**src/rtl/ysyx_24090003_csr_pkg.sv**
```systemverilog
// Shared definitions for the RV32 GPR + machine-mode CSR file: CSR map,
// CSR operation encodings, mstatus field positions and the read-modify-write helper.
package ysyx_24090003_csr_pkg;

  localparam int CSR_XLEN = 32;

  localparam logic [11:0] CSR_MSTATUS   = 12'h300;
  localparam logic [11:0] CSR_MTVEC     = 12'h305;
  localparam logic [11:0] CSR_MEPC      = 12'h341;
  localparam logic [11:0] CSR_MCAUSE    = 12'h342;
  localparam logic [11:0] CSR_MTVAL     = 12'h343;
  localparam logic [11:0] CSR_MCYCLE    = 12'hB00;
  localparam logic [11:0] CSR_MINSTRET  = 12'hB02;
  localparam logic [11:0] CSR_MCYCLEH   = 12'hB80;
  localparam logic [11:0] CSR_MINSTRETH = 12'hB82;
  localparam logic [11:0] CSR_MVENDORID = 12'hF11;
  localparam logic [11:0] CSR_MARCHID   = 12'hF12;

  typedef enum logic [1:0] {
    OP_NONE = 2'b00,
    OP_RW   = 2'b01,
    OP_RS   = 2'b10,
    OP_RC   = 2'b11
  } csr_op_e;

  localparam int MSTATUS_MIE    = 3;
  localparam int MSTATUS_MPIE   = 7;
  localparam int MSTATUS_MPP_LO = 11;
  localparam int MSTATUS_MPP_HI = 12;

  localparam logic [CSR_XLEN-1:0] MCAUSE_ECALL_M = 32'd11;

  function automatic logic [CSR_XLEN-1:0] csr_apply(
    input logic [1:0]          op,
    input logic [CSR_XLEN-1:0] old_val,
    input logic [CSR_XLEN-1:0] wdata
  );
    logic [CSR_XLEN-1:0] res;
    case (op)
      OP_RW:   res = wdata;
      OP_RS:   res = old_val | wdata;
      OP_RC:   res = old_val & ~wdata;
      default: res = old_val;
    endcase
    return res;
  endfunction

endpackage

```
**src/rtl/ysyx_24090003_csr_counter64.sv**
```systemverilog
// 64-bit machine counter; a write to either half replaces that half and
// suppresses the increment for that cycle.
module ysyx_24090003_csr_counter64
  import ysyx_24090003_csr_pkg::*;
(
  input  logic                i_clk,
  input  logic                i_rst_n,
  input  logic                i_inc,
  input  logic                i_wr_lo,
  input  logic                i_wr_hi,
  input  logic [CSR_XLEN-1:0] i_wdata,
  output logic [63:0]         o_value
);

  logic [31:0] lo_q, lo_d;
  logic [31:0] hi_q, hi_d;

  // Next count: CSR write first, otherwise increment with carry into the high half
  always_comb begin
    lo_d = lo_q;
    hi_d = hi_q;
    if (i_wr_lo || i_wr_hi) begin
      if (i_wr_lo) begin
        lo_d = i_wdata;
      end else begin
        lo_d = lo_q;
      end
      if (i_wr_hi) begin
        hi_d = i_wdata;
      end else begin
        hi_d = hi_q;
      end
    end else if (i_inc) begin
      lo_d = lo_q + 32'd1;
      if (lo_q == 32'hFFFF_FFFF) begin
        hi_d = hi_q + 32'd1;
      end else begin
        hi_d = hi_q;
      end
    end else begin
      lo_d = lo_q;
      hi_d = hi_q;
    end
  end

  // Counter state register
  always_ff @(posedge i_clk) begin
    if (!i_rst_n) begin
      lo_q <= 32'd0;
      hi_q <= 32'd0;
    end else begin
      lo_q <= lo_d;
      hi_q <= hi_d;
    end
  end

  assign o_value = {hi_q, lo_q};

endmodule

```
**src/rtl/ysyx_24090003_regfile_csr.sv**
```systemverilog
// Parametrised GPR file with optional write-to-read bypass, plus the machine-mode
// CSR file (trap stacking, WARL masking, 64-bit counters, illegal-access detection).
module ysyx_24090003_regfile_csr
  import ysyx_24090003_csr_pkg::*;
#(
  parameter int          XLEN      = 32,
  parameter int          NR_GPR    = 32,
  parameter int          RD_PORTS  = 2,
  parameter int          BYPASS    = 1,
  parameter logic [31:0] VENDOR_ID = 32'h7973_7978,
  parameter logic [31:0] ARCH_ID   = 32'h0165_0003
) (
  input  logic                     i_clk,
  input  logic                     i_rst_n,
  input  logic [RD_PORTS*5-1:0]    i_rs_addr,
  output logic [RD_PORTS*XLEN-1:0] o_rs_data,
  input  logic                     i_reg_wen,
  input  logic [4:0]               i_rd_addr,
  input  logic [XLEN-1:0]          i_rd_wdata,
  input  logic                     i_csr_en,
  input  logic [11:0]              i_csr_addr,
  input  logic [1:0]               i_csr_op,
  input  logic [XLEN-1:0]          i_csr_wdata,
  input  logic                     i_csr_src_zero,
  output logic [XLEN-1:0]          o_csr_rdata,
  output logic                     o_csr_illegal,
  input  logic                     i_trap,
  input  logic [XLEN-1:0]          i_trap_cause,
  input  logic [XLEN-1:0]          i_trap_pc,
  input  logic [XLEN-1:0]          i_trap_tval,
  input  logic                     i_mret,
  input  logic                     i_retire,
  output logic [XLEN-1:0]          o_mtvec,
  output logic [XLEN-1:0]          o_mepc,
  output logic                     o_mie
);

  localparam int               IDX_W      = $clog2(NR_GPR);
  localparam logic [5:0]       NR_GPR_W   = 6'(NR_GPR);
  localparam logic [XLEN-1:0]  ALIGN_MASK = {{(XLEN-2){1'b1}}, 2'b00};

  logic [XLEN-1:0] rf_q [NR_GPR];
  logic [XLEN-1:0] rf_d [NR_GPR];
  logic            rd_ok_s;
  logic [4:0]      ra_s;

  // GPR write decode; x0 and out-of-range addresses are dropped
  always_comb begin
    rf_d    = rf_q;
    rd_ok_s = i_reg_wen && (i_rd_addr != 5'd0) && ({1'b0, i_rd_addr} < NR_GPR_W);
    if (rd_ok_s) begin
      rf_d[i_rd_addr[IDX_W-1:0]] = i_rd_wdata;
    end else begin
      rf_d = rf_q;
    end
  end

  // GPR storage
  always_ff @(posedge i_clk) begin
    if (!i_rst_n) begin
      for (int i = 0; i < NR_GPR; i++) begin
        rf_q[i] <= '0;
      end
    end else begin
      rf_q <= rf_d;
    end
  end

  // Read ports with optional forwarding of the write in flight
  always_comb begin
    o_rs_data = '0;
    ra_s      = 5'd0;
    for (int k = 0; k < RD_PORTS; k++) begin
      ra_s = i_rs_addr[5*k +: 5];
      if ((ra_s == 5'd0) || ({1'b0, ra_s} >= NR_GPR_W)) begin
        o_rs_data[k*XLEN +: XLEN] = '0;
      end else if ((BYPASS != 0) && rd_ok_s && (i_rd_addr == ra_s)) begin
        o_rs_data[k*XLEN +: XLEN] = i_rd_wdata;
      end else begin
        o_rs_data[k*XLEN +: XLEN] = rf_q[ra_s[IDX_W-1:0]];
      end
    end
  end

  logic [XLEN-1:0] mtvec_q, mtvec_d;
  logic [XLEN-1:0] mepc_q, mepc_d;
  logic [XLEN-1:0] mcause_q, mcause_d;
  logic [XLEN-1:0] mtval_q, mtval_d;
  logic            mie_q, mie_d;
  logic            mpie_q, mpie_d;
  logic [63:0]     mcycle_s, minstret_s;
  logic [XLEN-1:0] mstatus_s;
  logic [XLEN-1:0] csr_rdata_s;
  logic [XLEN-1:0] csr_new_s;
  logic            csr_known_s;
  logic            csr_wreq_s;
  logic            csr_illegal_s;
  logic            csr_we_s;

  // CSR read mux, write-intent and legality decode
  always_comb begin
    mstatus_s = '0;
    mstatus_s[MSTATUS_MPP_HI:MSTATUS_MPP_LO] = 2'b11;
    mstatus_s[MSTATUS_MPIE] = mpie_q;
    mstatus_s[MSTATUS_MIE]  = mie_q;
    csr_known_s = 1'b1;
    case (i_csr_addr)
      CSR_MSTATUS:   csr_rdata_s = mstatus_s;
      CSR_MTVEC:     csr_rdata_s = mtvec_q;
      CSR_MEPC:      csr_rdata_s = mepc_q;
      CSR_MCAUSE:    csr_rdata_s = mcause_q;
      CSR_MTVAL:     csr_rdata_s = mtval_q;
      CSR_MCYCLE:    csr_rdata_s = mcycle_s[31:0];
      CSR_MINSTRET:  csr_rdata_s = minstret_s[31:0];
      CSR_MCYCLEH:   csr_rdata_s = mcycle_s[63:32];
      CSR_MINSTRETH: csr_rdata_s = minstret_s[63:32];
      CSR_MVENDORID: csr_rdata_s = VENDOR_ID;
      CSR_MARCHID:   csr_rdata_s = ARCH_ID;
      default: begin
        csr_rdata_s = '0;
        csr_known_s = 1'b0;
      end
    endcase
    case (i_csr_op)
      OP_RW:        csr_wreq_s = 1'b1;
      OP_RS, OP_RC: csr_wreq_s = !i_csr_src_zero;
      default:      csr_wreq_s = 1'b0;
    endcase
    csr_illegal_s = i_csr_en && (!csr_known_s ||
                    ((i_csr_addr[11:10] == 2'b11) && csr_wreq_s));
    csr_we_s  = i_csr_en && csr_wreq_s && !csr_illegal_s && !i_trap && !i_mret;
    csr_new_s = csr_apply(i_csr_op, csr_rdata_s, i_csr_wdata);
  end

  // CSR next state: trap beats mret beats an instruction write
  always_comb begin
    mtvec_d  = mtvec_q;
    mepc_d   = mepc_q;
    mcause_d = mcause_q;
    mtval_d  = mtval_q;
    mie_d    = mie_q;
    mpie_d   = mpie_q;
    if (i_trap) begin
      mepc_d   = i_trap_pc & ALIGN_MASK;
      mcause_d = i_trap_cause;
      mtval_d  = i_trap_tval;
      mpie_d   = mie_q;
      mie_d    = 1'b0;
    end else if (i_mret) begin
      mie_d  = mpie_q;
      mpie_d = 1'b1;
    end else if (csr_we_s) begin
      case (i_csr_addr)
        CSR_MSTATUS: begin
          mie_d  = csr_new_s[MSTATUS_MIE];
          mpie_d = csr_new_s[MSTATUS_MPIE];
        end
        CSR_MTVEC:  mtvec_d  = csr_new_s & ALIGN_MASK;
        CSR_MEPC:   mepc_d   = csr_new_s & ALIGN_MASK;
        CSR_MCAUSE: mcause_d = csr_new_s;
        CSR_MTVAL:  mtval_d  = csr_new_s;
        default:    mtvec_d  = mtvec_q;
      endcase
    end else begin
      mtvec_d = mtvec_q;
    end
  end

  // CSR state register
  always_ff @(posedge i_clk) begin
    if (!i_rst_n) begin
      mtvec_q  <= '0;
      mepc_q   <= '0;
      mcause_q <= '0;
      mtval_q  <= '0;
      mie_q    <= 1'b0;
      mpie_q   <= 1'b0;
    end else begin
      mtvec_q  <= mtvec_d;
      mepc_q   <= mepc_d;
      mcause_q <= mcause_d;
      mtval_q  <= mtval_d;
      mie_q    <= mie_d;
      mpie_q   <= mpie_d;
    end
  end

  ysyx_24090003_csr_counter64 u_mcycle (
    .i_clk   (i_clk),
    .i_rst_n (i_rst_n),
    .i_inc   (1'b1),
    .i_wr_lo (csr_we_s && (i_csr_addr == CSR_MCYCLE)),
    .i_wr_hi (csr_we_s && (i_csr_addr == CSR_MCYCLEH)),
    .i_wdata (csr_new_s),
    .o_value (mcycle_s)
  );

  ysyx_24090003_csr_counter64 u_minstret (
    .i_clk   (i_clk),
    .i_rst_n (i_rst_n),
    .i_inc   (i_retire),
    .i_wr_lo (csr_we_s && (i_csr_addr == CSR_MINSTRET)),
    .i_wr_hi (csr_we_s && (i_csr_addr == CSR_MINSTRETH)),
    .i_wdata (csr_new_s),
    .o_value (minstret_s)
  );

  assign o_csr_rdata   = csr_rdata_s;
  assign o_csr_illegal = csr_illegal_s;
  assign o_mtvec       = mtvec_q;
  assign o_mepc        = mepc_q;
  assign o_mie         = mie_q;

endmodule

```
**config.mk**
```make
export PLATFORM = sky130hd
export DESIGN_NAME = ysyx_24090003_regfile_csr
export DESIGN_NICKNAME = d
export VERILOG_FILES = /design/src/rtl/ysyx_24090003_csr_pkg.sv /design/src/rtl/ysyx_24090003_csr_counter64.sv /design/src/rtl/ysyx_24090003_regfile_csr.sv
export SDC_FILE = /design/constraint.sdc
export NUM_CORES = 2
export LEC_CHECK = 0
export ABC_AREA = 1
export BUFFER_PORTS_ARGS = -buffer_cell sky130_fd_sc_hd__buf_2
export CAP_MARGIN = 20
export CORE_ASPECT_RATIO = 0.5
export CORE_MARGIN = 5
export CORE_UTILIZATION = 56
export CTS_CLUSTER_SIZE = 14
export DETAILED_ROUTE_END_ITERATION = 8
export PLACE_DENSITY = 0.74
export SETUP_SLACK_MARGIN = 0.02
export SLEW_MARGIN = 0
export SYNTH_ARGS = -nofsm -noshare
export SYNTH_HDL_FRONTEND = slang
export SYNTH_SLANG_ARGS = --single-unit
```
**constraint.sdc**
```tcl
create_clock -name i_clk -period 3.8 [get_ports i_clk]
set_input_delay 0.76 -clock i_clk [delete_from_list [all_inputs] [get_ports i_clk]]
set_output_delay 0.76 -clock i_clk [all_outputs]
set_load 0.01 [all_outputs]
```
==> summary.md <==
| Metric | Value |
|---|---|
| Fmax | 0.2607 GHz |
| Die X-Extent | 509.8 um |
| Antenna violations before repair | 18 |
| Worst-path clk slew | 0.07 ns |
| Most common cell on crit path | o21ai_0 |
| Layout cell share with drive strength beyond 1 | 0.1037 |
| Syn_area_per_cell | 6.401 um2 |
| Synthesized flop and latch total | 1,278 |
| Status | finished, violations left |
| H-tree depth | 3 |
| Slew Limit Headroom | 0.2260 |
| Setup crit start kind | primary input |
| WHS | 0.2469 ns |
| CORE AREA | 0.1237 mm2 |
| Netlist cell types | 56 |
| Vias per cell | 6.346 |
| Worst-skew pair later-pin latency | 0.78 ns |
| Pwr Density | 385.9 mW/mm2 |
| PnR worst setup slack | -0.03632 ns |
| Synth top area share | 0.3658 |
| Port bufs | 352 |
| CTS Buffer Depth | 3 |
| DR vias | 80.58k |
| Die H | 259.9 um |
| Final Cycle Share | 1.010 |
| Crit path DAT | 3.08 ns |
| Clock Root Buffer | clkbuf_16 |
| Most frequent cell after synthesis | o21ai_0 |
| Synthesized cell area | 0.06994 mm2 |
| Crit path kind | in -> out |
| Failing checks | negative setup slack |
| Synth area leaders | dfxtp_1 37%, o21ai_0 19%, nor2_1 11% |
| 1st-pass router iterations | 8 |
| WP data required | 3.04 ns |
| YS warnings | 0 |
| Largest area contributor in the netlist | dfxtp_1 |
| Worst Skew | 0.01681 ns |
| Max-cap violations | 0 |
| Antenna-violating nets left | 0 |
| CP cell instances | buf_8 > inv_4 > buf_12 > o21ai_0 > o21ai_0 > o22ai_1 > o21ai_0 > o21ai_0 > buf_4 > a21oi_1 > buf_2 |
| Final nets | 11.12k |
| Die ar. | 0.1325 mm2 |
| First-pass GRT wire length | 439,800 um |
| Final hold vios | 0 |
| First DRT Iteration DRCs | 13.47k |
| Design Power | 30.62 mW |
| Asr flop ratio synth | 0 |
| GRT overflow | 0 |
| Final setup fails | 1 |
| Max VDD drop | 369.1 uV |
| LEAKAGE | 32.94 nW |
| Cts hold-fix bufs | 0 |
| Register area share after synthesis | 0.3658 |
| WL/cell | 23.36 um |
| Cts bufs inserted | 116 |
| CP Max Fanout | 15 |
| Synth-to-Final Area Change | 13.47% |
| Hold Crit Class | in -> reg |
| Initial Utilization | 0.5656 |
| Number of fill cells | 11.58k |
| Worst Setup End Kind | primary output |
| CTS Sinks | 1,278 |
| Dpl ws | -0.08301 ns |
| Top cells by count, synth | 2,611 x o21ai_0, 1,996 x nor2_1, 1,278 x dfxtp_1, 1,087 x nand2_1, 1,074 x a21oi_1 |
| RD Place Congestion | 1.017 |
| IO Pins | 359 |
| Dpl hpwl | 194,800 um |
| GRT Total Usage | 0.4261 |
| Number of remaining DRC errors | 0 |
| Final min period | 3.836 ns |
| RSZ-0062 raised after global routing | true |
| TritonCTS clock tree | built |
| Routed WL | 296,600 um |
| Critical path's largest stage delay | 0.49 ns |
| FF-to-FF setup slack | 0.67 ns |
| EDFF count, synth | 0 |
| Critical-path top delay cell | o21ai_0 |
| Post-synth top flop | dfxtp_1 |
| Syn Inst Count | 10.93k |
| Worst-Margin Slew | 1.160 ns |
| Largest net degree at the start of global routing | 196 |
| Vias in the first global route | 71.23k |
| Row count | 91 |
| Slew Viols, Final | 0 |
## placed cells by master (no fill, tap or decap), drive strengths merged, types with 171 or more instances in the layout
master  count
nand3     378
o211ai    179
a21oi    1074
nand2    1091
nor2     2014
inv       725
dfxtp    1278
o21ai    2640
clkbuf    171
buf       850
## worst paths after layout
| check | from | to | cells past startpoint |
|---|---|---|---|
| worst max register to register | u_minstret.lo_q[0]$_SDFFE_PN0P_ | u_minstret.hi_q[21]$_SDFFE_PN0P_ | 18 |
| worst min-delay path | i_trap_tval[28] | mtval_q[28]$_SDFFE_PN0P_ | 3 |
| worst max-delay path | i_rs_addr[1] | o_rs_data[21] | 11 |
| worst min register to register | rf_q[1021]$_SDFFE_PN0P_ | rf_q[1021]$_SDFFE_PN0P_ | 2 |
## stage by stage
| step | cells | cell area, um2 | utilization | setup TNS (ns) |
|---|---|---|---|---|
| after detailed placement | 12469 | 75260 | 0.6086 | -0.08830 |
| final | 12697 | 79360 | 0.6418 | -0.03632 |
| after global placement | 12469 | 75260 | 0.6086 | -0.01358 |
| after CTS | 12682 | 79130 | 0.6399 | 0 |
| after floorplan | 10929 | 69950 | - | 0 |
| after global routing | 12694 | 79350 | 0.6417 | 0 |
## report_power, final
group          switching, mW  internal [mW]  leakage [nW]
combinational           3.00           1.38          20.7
sequential             0.156           13.6          10.3
clock                   5.78           6.68          1.93
total                   8.94           21.7          32.9
## state kept, by name, summed over array words and instances, names as in the netlist
signal	cells
mcause_q	32
mpie_q	1
mtval_q	32
o_mepc	30
o_mie	1
o_mtvec	30
rf_q	1024
u_mcycle.hi_q	32
u_mcycle.lo_q	32
u_minstret.hi_q	32
u_minstret.lo_q	32
## cell families (layout without fill, tap and decap cells)
logic type      Yosys count  after routing  synth area share
flops                  1278           1278            0.3658
xor+xnor                 87             87           0.01089
other cells               1             13        0.00005362
buf+inv                1715           1800           0.09419
compound gates         4231           4231            0.3215
simple gates           3610           3610            0.2069
fa+ha+maj                 4              4         0.0007156
## final cells by class
cell class,count,area [um2],area share
multi-input combinational,7936,37930,0.4780
sequential,1278,25580,0.3224
timing repair buffer,855,7082,0.08924
clock buffer,166,3351,0.04222
inverter,732,2780,0.03503
tap,1674,2095,0.02639
clock inverter,47,515.5,0.006496
antenna,9,22.52,0.0002838
## routing by layer
metal,routed length [um],track usage
met4,24830,0.2983
met2,122800,0.6306
met5,123,0
met3,39550,0.09626
met1,109300,0.5514
## critical path, delay by kind of cell
family,cells,cell delay (ns)
AOI/OAI and AO/OA,6,1.32
buffers and inverters,5,0.98
## what timing repair did
item,4_1_cts,5_1_grt
pin swaps,0,4
resized for setup,2,18
endpoints found under the setup margin,2,15
gates cloned,0,3
buffers inserted,0,1
Note: power is estimated with default switching activity, not from simulation.
